`src/rtl/lsu_byte_master.sv`:
```
// rtl/lsu_byte_master.sv - byte-serial load/store master splitting CPU accesses into single-byte memory beats
module lsu_byte_master #(
    parameter int unsigned ADDR_LIMIT = 4096
) (
    input  logic        clk,
    input  logic        rst_n,
    input  logic        req_valid,
    output logic        req_ready,
    input  logic        req_we,
    input  logic [2:0]  req_func3,
    input  logic [31:0] req_addr,
    input  logic [31:0] req_wdata,
    output logic        resp_valid,
    output logic [31:0] resp_rdata,
    output logic        resp_err,
    output logic        MemRead,
    output logic        MemWrite,
    output logic [31:0] mem_addr,
    output logic [2:0]  mem_func3,
    output logic [31:0] mem_wdata,
    input  logic [31:0] mem_rdata
);

    typedef enum logic [1:0] {IDLE = 2'd0, ACCESS = 2'd1, RESP = 2'd2} state_t;

    state_t      state_q;
    logic        we_q;
    logic [2:0]  func3_q;
    logic [31:0] base_q;
    logic [31:0] wdata_q;
    logic [31:0] rdata_q;
    logic [1:0]  cnt_q;
    logic [1:0]  last_q;
    logic        mem_read_q;
    logic        mem_write_q;
    logic [31:0] mem_addr_q;
    logic [2:0]  mem_func3_q;
    logic [31:0] mem_wdata_q;
    logic        resp_valid_q;
    logic        resp_err_q;
    logic [31:0] resp_rdata_q;

    logic [1:0]  req_last;
    logic        req_legal;
    logic [32:0] req_end;
    logic        req_ok;
    logic [1:0]  cnt_inc;
    logic [7:0]  next_byte;
    logic [31:0] rdata_d;
    logic [31:0] resp_rdata_d;
    logic        unused_rdata;

    // Only the low byte of each memory read carries data: every beat is an LBU.
    assign unused_rdata = ^mem_rdata[31:8];

    always_comb begin
        req_last  = 2'd0;
        req_legal = 1'b0;
        case (req_func3)
            3'b000: begin req_last = 2'd0; req_legal = 1'b1; end
            3'b001: begin req_last = 2'd1; req_legal = 1'b1; end
            3'b010: begin req_last = 2'd3; req_legal = 1'b1; end
            3'b100, 3'b101: begin
                req_last  = {1'b0, req_func3[0]};
                req_legal = !req_we;
            end
            default: ;
        endcase
        // 33-bit sum so addresses near 2^32 cannot wrap into the legal range.
        req_end = {1'b0, req_addr} + {31'b0, req_last} + 33'd1;
        req_ok  = req_legal && (req_end <= 33'(ADDR_LIMIT));
    end

    always_comb begin
        cnt_inc   = cnt_q + 2'd1;
        next_byte = wdata_q[{cnt_inc, 3'b000} +: 8];
        rdata_d   = rdata_q;
        rdata_d[{cnt_q, 3'b000} +: 8] = mem_rdata[7:0];
        case (func3_q)
            3'b000:  resp_rdata_d = {{24{rdata_d[7]}}, rdata_d[7:0]};
            3'b001:  resp_rdata_d = {{16{rdata_d[15]}}, rdata_d[15:0]};
            3'b100:  resp_rdata_d = {24'b0, rdata_d[7:0]};
            3'b101:  resp_rdata_d = {16'b0, rdata_d[15:0]};
            default: resp_rdata_d = rdata_d;
        endcase
    end

    always_ff @(posedge clk or negedge rst_n) begin
        if (!rst_n) begin
            state_q      <= IDLE;
            we_q         <= 1'b0;
            func3_q      <= 3'b0;
            base_q       <= 32'b0;
            wdata_q      <= 32'b0;
            rdata_q      <= 32'b0;
            cnt_q        <= 2'd0;
            last_q       <= 2'd0;
            mem_read_q   <= 1'b0;
            mem_write_q  <= 1'b0;
            mem_addr_q   <= 32'b0;
            mem_func3_q  <= 3'b0;
            mem_wdata_q  <= 32'b0;
            resp_valid_q <= 1'b0;
            resp_err_q   <= 1'b0;
            resp_rdata_q <= 32'b0;
        end else begin
            case (state_q)
                IDLE: begin
                    if (req_valid) begin
                        we_q    <= req_we;
                        func3_q <= req_func3;
                        base_q  <= req_addr;
                        wdata_q <= req_wdata;
                        rdata_q <= 32'b0;
                        cnt_q   <= 2'd0;
                        last_q  <= req_last;
                        if (!req_ok) begin
                            state_q      <= RESP;
                            resp_valid_q <= 1'b1;
                            resp_err_q   <= 1'b1;
                        end else begin
                            // Beat 0 is presented in the cycle right after acceptance.
                            state_q     <= ACCESS;
                            mem_read_q  <= !req_we;
                            mem_write_q <= req_we;
                            mem_addr_q  <= req_addr;
                            mem_func3_q <= req_we ? 3'b000 : 3'b100;
                            mem_wdata_q <= req_we ? {24'b0, req_wdata[7:0]} : 32'b0;
                        end
                    end
                end
                ACCESS: begin
                    if (!we_q) begin
                        rdata_q <= rdata_d;
                    end
                    if (cnt_q == last_q) begin
                        state_q      <= RESP;
                        mem_read_q   <= 1'b0;
                        mem_write_q  <= 1'b0;
                        mem_addr_q   <= 32'b0;
                        mem_func3_q  <= 3'b0;
                        mem_wdata_q  <= 32'b0;
                        resp_valid_q <= 1'b1;
                        resp_rdata_q <= we_q ? 32'b0 : resp_rdata_d;
                    end else begin
                        cnt_q       <= cnt_inc;
                        mem_addr_q  <= base_q + {30'b0, cnt_inc};
                        mem_wdata_q <= we_q ? {24'b0, next_byte} : 32'b0;
                    end
                end
                RESP: begin
                    state_q      <= IDLE;
                    resp_valid_q <= 1'b0;
                    resp_err_q   <= 1'b0;
                    resp_rdata_q <= 32'b0;
                end
                default: state_q <= IDLE;
            endcase
        end
    end

    assign req_ready  = (state_q == IDLE);
    assign resp_valid = resp_valid_q;
    assign resp_rdata = resp_rdata_q;
    assign resp_err   = resp_err_q;
    assign MemRead    = mem_read_q;
    assign MemWrite   = mem_write_q;
    assign mem_addr   = mem_addr_q;
    assign mem_func3  = mem_func3_q;
    assign mem_wdata  = mem_wdata_q;

endmodule

```
`config.mk`:
```
export PLATFORM = sky130hd
export DESIGN_NAME = lsu_byte_master
export DESIGN_NICKNAME = d
export VERILOG_FILES = /design/src/rtl/lsu_byte_master.sv
export SDC_FILE = /design/constraint.sdc
export NUM_CORES = 1
export LEC_CHECK = 0
export BUFFER_PORTS_ARGS = -buffer_cell sky130_fd_sc_hd__clkbuf_2
export CORE_AREA = 2 2 135 137
export CTS_BUF_LIST = sky130_fd_sc_hd__clkbuf_4 sky130_fd_sc_hd__clkbuf_8 sky130_fd_sc_hd__clkbuf_16
export CTS_CLUSTER_SIZE = 14
export DETAILED_ROUTE_END_ITERATION = 8
export DIE_AREA = 0 0 137 139
export PLACE_DENSITY = 0.86
export SLEW_MARGIN = 15
export SYNTH_ARGS = -nofsm -noshare
export SYNTH_HDL_FRONTEND = slang
export SYNTH_SLANG_ARGS = --single-unit
```
`constraint.sdc`:
```
create_clock -name clk -period 4.4 [get_ports clk]
set_input_delay 0.88 -clock clk [delete_from_list [all_inputs] [get_ports clk]]
set_output_delay 0.88 -clock clk [all_outputs]
set_load 0.005 [all_outputs]
```
==> flow_summary.yaml, run 1 <==
worst_setup_path:
  rrSetupSlack_ns: 0.96
  critical_path_buf_inv_count: 3
  criticalPathCategory: "input port to register"
  critical_path.cell_chain: "clkbuf_2, inv_1, nor3_1, ha_1, nor2b_1, o2111ai_2, nor3_1, or4_1, a2111oi_4, nand4_2, buf_12, and3_1, or3_1"
  cp_top_family: "simple AND/OR/NAND/NOR gates"
  reg2reg_depth: 12
  worstSetupStartpointType: "input port"
  max_stage_delay_ns: 0.48
  worstPathArrival_ns: 4.13
  worst_path_max_delay_cell: "or4_1"
  r2r_start: "cnt_q[1]$_DFFE_PN0P_"
  reg2reg_to: "mem_addr[10]$_DFFE_PN0P_"
  endpoint_kind: "register"
  cp.required_ns: 4.72
  worstPathMaxFanout: 50
  critPathMostFrequentCell: "nor3_1"
hold_path:
  holdCritStartpoint: "wdata_q[30]$_DFFE_PN0P_"
  holdPathEnd: "wdata_q[30]$_DFFE_PN0P_"
  hold_class: "register to register"
  hold_depth: 2
clock_network:
  holdBufCountCts: 0
  clock_sinks: 182
  cts.path.max_buffers: 2
  cts_buffers: 17
  insertion_delay_ns: 0.44
  cts-root-buf: "clkbuf_16"
  cts_max_level: 4
  cts-resized-gates: 0
  path_clk_slew_ns: 0.07
  cts_tree: "done"
  cts_setup_buffers: 0
layout:
  area_delta_synth_final_pct: 16.1
  fin_nets: 1346
  regArea_um2: 4550
  utilization_pct: 63.0
  final_layout_size_suffix_gt1_share_pct: 18.4
  num-fill-cells: 1479
  multiInputGateArea_um2: 4640
placement:
  dp_hpwl_mm: 16.9
  place_ws_ns: 0.174
  routabilityCongestion: 0.871
  port_buffers: 156
timing:
  clock_skew_ns: 0.0147
  hold_viol_final: 0
  finalWorstSetupSlack_ns: 0.590
  worstMarginPinSlew_ns: 1.06
  finalCritPeriodShare_pct: 86.6
  setup_viol: 0
  fmax_ghz: 0.262
  holdWs_ns: 0.472
  setup_tns_ns: 0
  drv_slew: 0
  final.min_clock_period_ns: 3.81
  max_slew_margin_pct: 29.2
  rsz0062_at_grt: "false"
global_route:
  grt_overflow_total: 0
  antenna_found_initial: 1
  grt_pass1_wl_mm: 41.0
  grt_max_degree: 93
  grt_pass1_vias: 8221
  track_usage_pct: 27.1
synth:
  synth_top_area_share_pct: 47.6
  yosysWarningCount: 0
  ys_async_sr_fraction_pct: 100
  syn-instance-count: 1100
  synth_edf_count: 0
  synth_area_leaders: "dfrtp_1, nand2_1, o21ai_0"
  synth_ff_type: "dfrtp_1"
  syn_area_per_cell_um2: 8.70
  yosys.area.top_type: "dfrtp_1"
  yosysMostFrequentCell: "nand2_1"
  yosysSeqAreaShare_pct: 47.6
  netlist_area_um2: 9570
  ys_types: 58
  synth-seq-cells: 182
  synthTopCellsByCount: "nand2_1, dfrtp_1, o21ai_0"
power:
  finalPower_mw: 3.88
  leakage_nw: 5.34
  p_per_area_nw_per_um2: 349
  ir_drop_mv: 0.283
floorplan:
  dieHeight_um: 139
  die_w_um: 137
  core_area_um2: 17700
  fp-row-count: 49
  start_util_pct: 54.2
  io_pins: 207
  die_area_um2: 19000
flow_run:
  maxCapViolCount: 0
detailed_routing:
  wl_mm: 25.2
  vias_per_cell: 5.85
  firstDrtPassIters: 5
  drt_iter0_drc: 682
  post_drt_wl_per_cell_um: 17.1
  drt.antenna.violating_nets: 0
  route.detailed.drc: 0
  dr_total_vias: 8622
run_status:
  status: "completed"
## where the power goes
group          switching (mW)  internal, mW
combinational           0.260         0.152
sequential             0.0881          1.76
clock                   0.651         0.964
total                   0.999          2.88
## worst min-delay path: cells and delay by family (launching register included)
family	cells	cell delay, ns
AND/OR/NAND/NOR	2	0.10
flip-flops	1	0.34
## final cells by class
cell class,count,area share (%)
inverter,14,0.473
sequential,182,41.0
antenna,1,0.0225
tap,229,2.58
multi-input combinational,842,41.8
clock buffer,24,4.47
timing repair buffer,176,8.66
clock inverter,7,1.06
## cell usage in the layout, fill, tap and decap left out, types with 9 or more instances in the layout
cell       instances
a211oi_1           9
a21o_1            18
a21oi_1           69
a22o_1            16
a22oi_1           18
and3_1            26
buf_4             18
clkbuf_16         17
clkbuf_2         155
conb_1            26
dfrtp_1          182
ha_1               9
inv_1             14
nand2_1          290
nand3_1           25
nand4_1           10
nor2_1            35
nor2b_1           36
nor3_1            24
o21ai_0          103
or3_1             15
xnor2_1           22
xor2_1            12
## routing by layer
metal	vias up	global-route usage, %	wire length [um]
li1	4009	-	-
met1	4168	38.0	10500
met2	385	40.8	12000
met3	60	5.04	1860
met4	0	12.2	822
met5	-	0	0
## stage by stage
| step | std cells | area, um^2 |
|---|---|---|
| 2_1_floorplan | 1125 | 9670 |
| 6_report | 1475 | 11100 |
| 3_3_place_gp | 1443 | 10500 |
| 4_1_cts | 1474 | 11100 |
| 3_5_place_dp | 1443 | 10500 |
| 5_1_grt | 1475 | 11100 |
## state kept, by name, indices dropped and copies added, names as in the netlist
signal      count
resp_valid      1
mem_wdata       8
MemWrite        1
base_q         32
MemRead         1
cnt_q           2
last_q          2
we_q            1
mem_addr       32
func3_q         3
resp_rdata     32
resp_err        1
rdata_q        32
state_q         2
wdata_q        32
## worst max path at each step
stage                     cells after the start         start                  endpoint  slack (ns)
final                                        13  req_func3[1]   mem_addr[8]$_DFFE_PN0P_        0.59
after global routing                         14  req_func3[1]   mem_addr[9]$_DFFE_PN0P_        0.40
after CTS                                    13  req_func3[1]   mem_addr[0]$_DFFE_PN0P_        0.62
after detailed placement                     13  req_func3[1]   mem_addr[5]$_DFFE_PN0P_        0.17
after global placement                       13  req_func3[1]   mem_addr[3]$_DFFE_PN0P_        0.26
after floorplan                              12  req_func3[1]  mem_addr[10]$_DFFE_PN0P_        0.57
## cells by family (layout without fill, tap and decap cells)
family          after synthesis  after routing  share of synthesized area (%)
simple gates                498            498                           23.8
fa+ha+maj                    10             10                           1.39
xor+xnor                     34             34                           3.11
buf+inv                     101            221                           5.07
other cells                   1             27                         0.0392
mux                           9              9                           1.99
flops                       182            182                           47.6
compound gates              265            265                           17.0
Power figures use the tool's default switching activity.
==> inputs of run 2 (changes only) <==
--- a/config.mk
+++ b/config.mk
@@ -6,12 +6,12 @@
 export NUM_CORES = 1
 export LEC_CHECK = 0
 export BUFFER_PORTS_ARGS = -buffer_cell sky130_fd_sc_hd__clkbuf_2
-export CORE_AREA = 2 2 135 137
+export CORE_AREA = 2 2 158 160
 export CTS_BUF_LIST = sky130_fd_sc_hd__clkbuf_4 sky130_fd_sc_hd__clkbuf_8 sky130_fd_sc_hd__clkbuf_16
 export CTS_CLUSTER_SIZE = 14
 export DETAILED_ROUTE_END_ITERATION = 8
-export DIE_AREA = 0 0 137 139
-export PLACE_DENSITY = 0.86
+export DIE_AREA = 0 0 160 162
+export PLACE_DENSITY = 0.67
 export SLEW_MARGIN = 15
 export SYNTH_ARGS = -nofsm -noshare
 export SYNTH_HDL_FRONTEND = slang
==> flow_summary.yaml, run 2 (synthesis results as in run 1) <==
timing:
  clock_skew_ns: 0.0142
  drv_slew: 0
  max_slew_margin_pct: 29.2
  final.min_clock_period_ns: 3.81
  setup_tns_ns: 0
  rsz0062_at_grt: "false"
  worstMarginPinSlew_ns: 1.06
  finalCritPeriodShare_pct: 86.5
  setup_viol: 0
  holdWs_ns: 0.474
  fmax_ghz: 0.263
  hold_viol_final: 0
clock_network:
  cts-resized-gates: 0
  cts.path.max_buffers: 2
  clock_sinks: 182
  cts_setup_buffers: 0
  cts_buffers: 17
  holdBufCountCts: 0
  path_clk_slew_ns: 0.07
  insertion_delay_ns: 0.44
  cts-root-buf: "clkbuf_16"
  cts_tree: "done"
  cts_max_level: 4
detailed_routing:
  post_drt_wl_per_cell_um: 16.8
  route.detailed.drc: 0
  firstDrtPassIters: 5
  vias_per_cell: 5.33
  drt_iter0_drc: 521
  dr_total_vias: 8371
  wl_mm: 26.3
  drt.antenna.violating_nets: 0
power:
  leakage_nw: 5.33
  ir_drop_mv: 0.253
  p_per_area_nw_per_um2: 344
layout:
  fin_nets: 1348
  final_cells: 1572
  antenna_cells: 0
  layout_commonest_cell: "nand2_1"
  fin_area_um2: 11300
  area_delta_synth_final_pct: 17.5
  final_layout_size_suffix_gt1_share_pct: 18.8
  utilization_pct: 46.7
  final_cell_mix: "nand2_1, dfrtp_1, clkbuf_2, o21ai_0, a21oi_1"
floorplan:
  io_pins: 207
  die_w_um: 160
  fp-row-count: 57
  start_util_pct: 39.7
  dieHeight_um: 162
  die_area_um2: 25900
  core_area_um2: 24100
placement:
  dp_hpwl_mm: 18.0
  place_inst: 1540
  port_buffers: 156
  routabilityCongestion: 0.850
  place_area_um2: 10600
worst_setup_path:
  endpoint_kind: "register"
  worst_path_max_delay_cell: "or4_1"
  critical_path.cell_chain: "clkbuf_2, inv_1, nor3_1, ha_1, nor2b_1, o2111ai_2, nor3_1, or4_1, a2111oi_4, nand4_2, buf_12, and3_1, or3_1"
  worstSetupStartpointType: "input port"
  worstPathMaxFanout: 50
  cp.required_ns: 4.71
  worstPathArrival_ns: 4.12
  critPathMostFrequentCell: "nor3_1"
  criticalPathCategory: "input port to register"
  max_stage_delay_ns: 0.47
global_route:
  grt_max_degree: 100
  grt_pass1_vias: 7997
  grt_pass1_wl_mm: 42.8
  track_usage_pct: 20.6
  antenna_found_initial: 0
  grt_overflow_total: 0
hold_path:
  hold_class: "register to register"
run_status:
  status: "completed"
flow_run:
  maxCapViolCount: 0
[run 2: cell types whose count changed in the layout (fill, tap and decap cells not counted), sizes merged]
cell and delta:
inv +5, bufinv -1, clkbuf -5, clkinvlp +2, diode -1, buf +2
[run 2: final timing paths]
| check | startpoint | endpoint | slack (ns) | cells past startpoint |
|---|---|---|---|---|
| max | req_func3[1] | mem_addr[11]$_DFFE_PN0P_ | 0.59 | 13 |
| min | resp_rdata[21]$_DFFE_PN0P_ | resp_rdata[21]$_DFFE_PN0P_ | 0.47 | 1 |
| max reg2reg | cnt_q[0]$_DFFE_PN0P_ | mem_addr[11]$_DFFE_PN0P_ | 1.33 | 13 |
| min reg2reg | resp_rdata[21]$_DFFE_PN0P_ | resp_rdata[21]$_DFFE_PN0P_ | 0.47 | 1 |
| max in group asynchronous | rst_n | mem_addr[30]$_DFFE_PN0P_ | 2.94 | 2 |
| min in group asynchronous | rst_n | rdata_q[16]$_DFFE_PN0P_ | 0.55 | 1 |
[run 2: critical path, delay by kind of cell]
kind	cells	cell delay (ns)
AOI/OAI and AO/OA	2	0.70
adders and majority gates	1	0.34
buffers and inverters	3	0.35
and+or+nand+nor	7	1.83
[run 2: metrics by stage]
stage,power (mW),setup WS (ns)
after floorplan,2.12,0.575
after global placement,2.29,0.205
after detailed placement,2.30,0.137
after CTS,3.90,0.593
after global routing,4.04,0.378
final,3.87,0.593
[run 2: layout make-up]
class	instances	area [um^2]
Clock inverter	13	164
Clock buffer	19	447
Sequential cell	182	4550
Tap cell	324	405
Timing Repair Buffer	178	977
Multi-Input combinational cell	842	4650
Inverter	14	52.6
Fill cell	2406	12900
[run 2: where the power goes]
group / leakage, nW / switching (mW) / internal [mW]
clock: 0.296 / 0.722 / 0.882
sequential: 2.21 / 0.0862 / 1.76
combinational: 2.83 / 0.263 / 0.153
total: 5.33 / 1.07 / 2.80
[run 2: metal layers]
layer  share of wire [%]  global-route usage, %  vias to the layer above
met5                   0                      0                        -
met4                 2.0                   6.06                        0
met3                 4.9                   3.68                       34
met2                  47                   33.0                      235
met1                  46                   28.9                     4074
li1                    -                      -                     4028
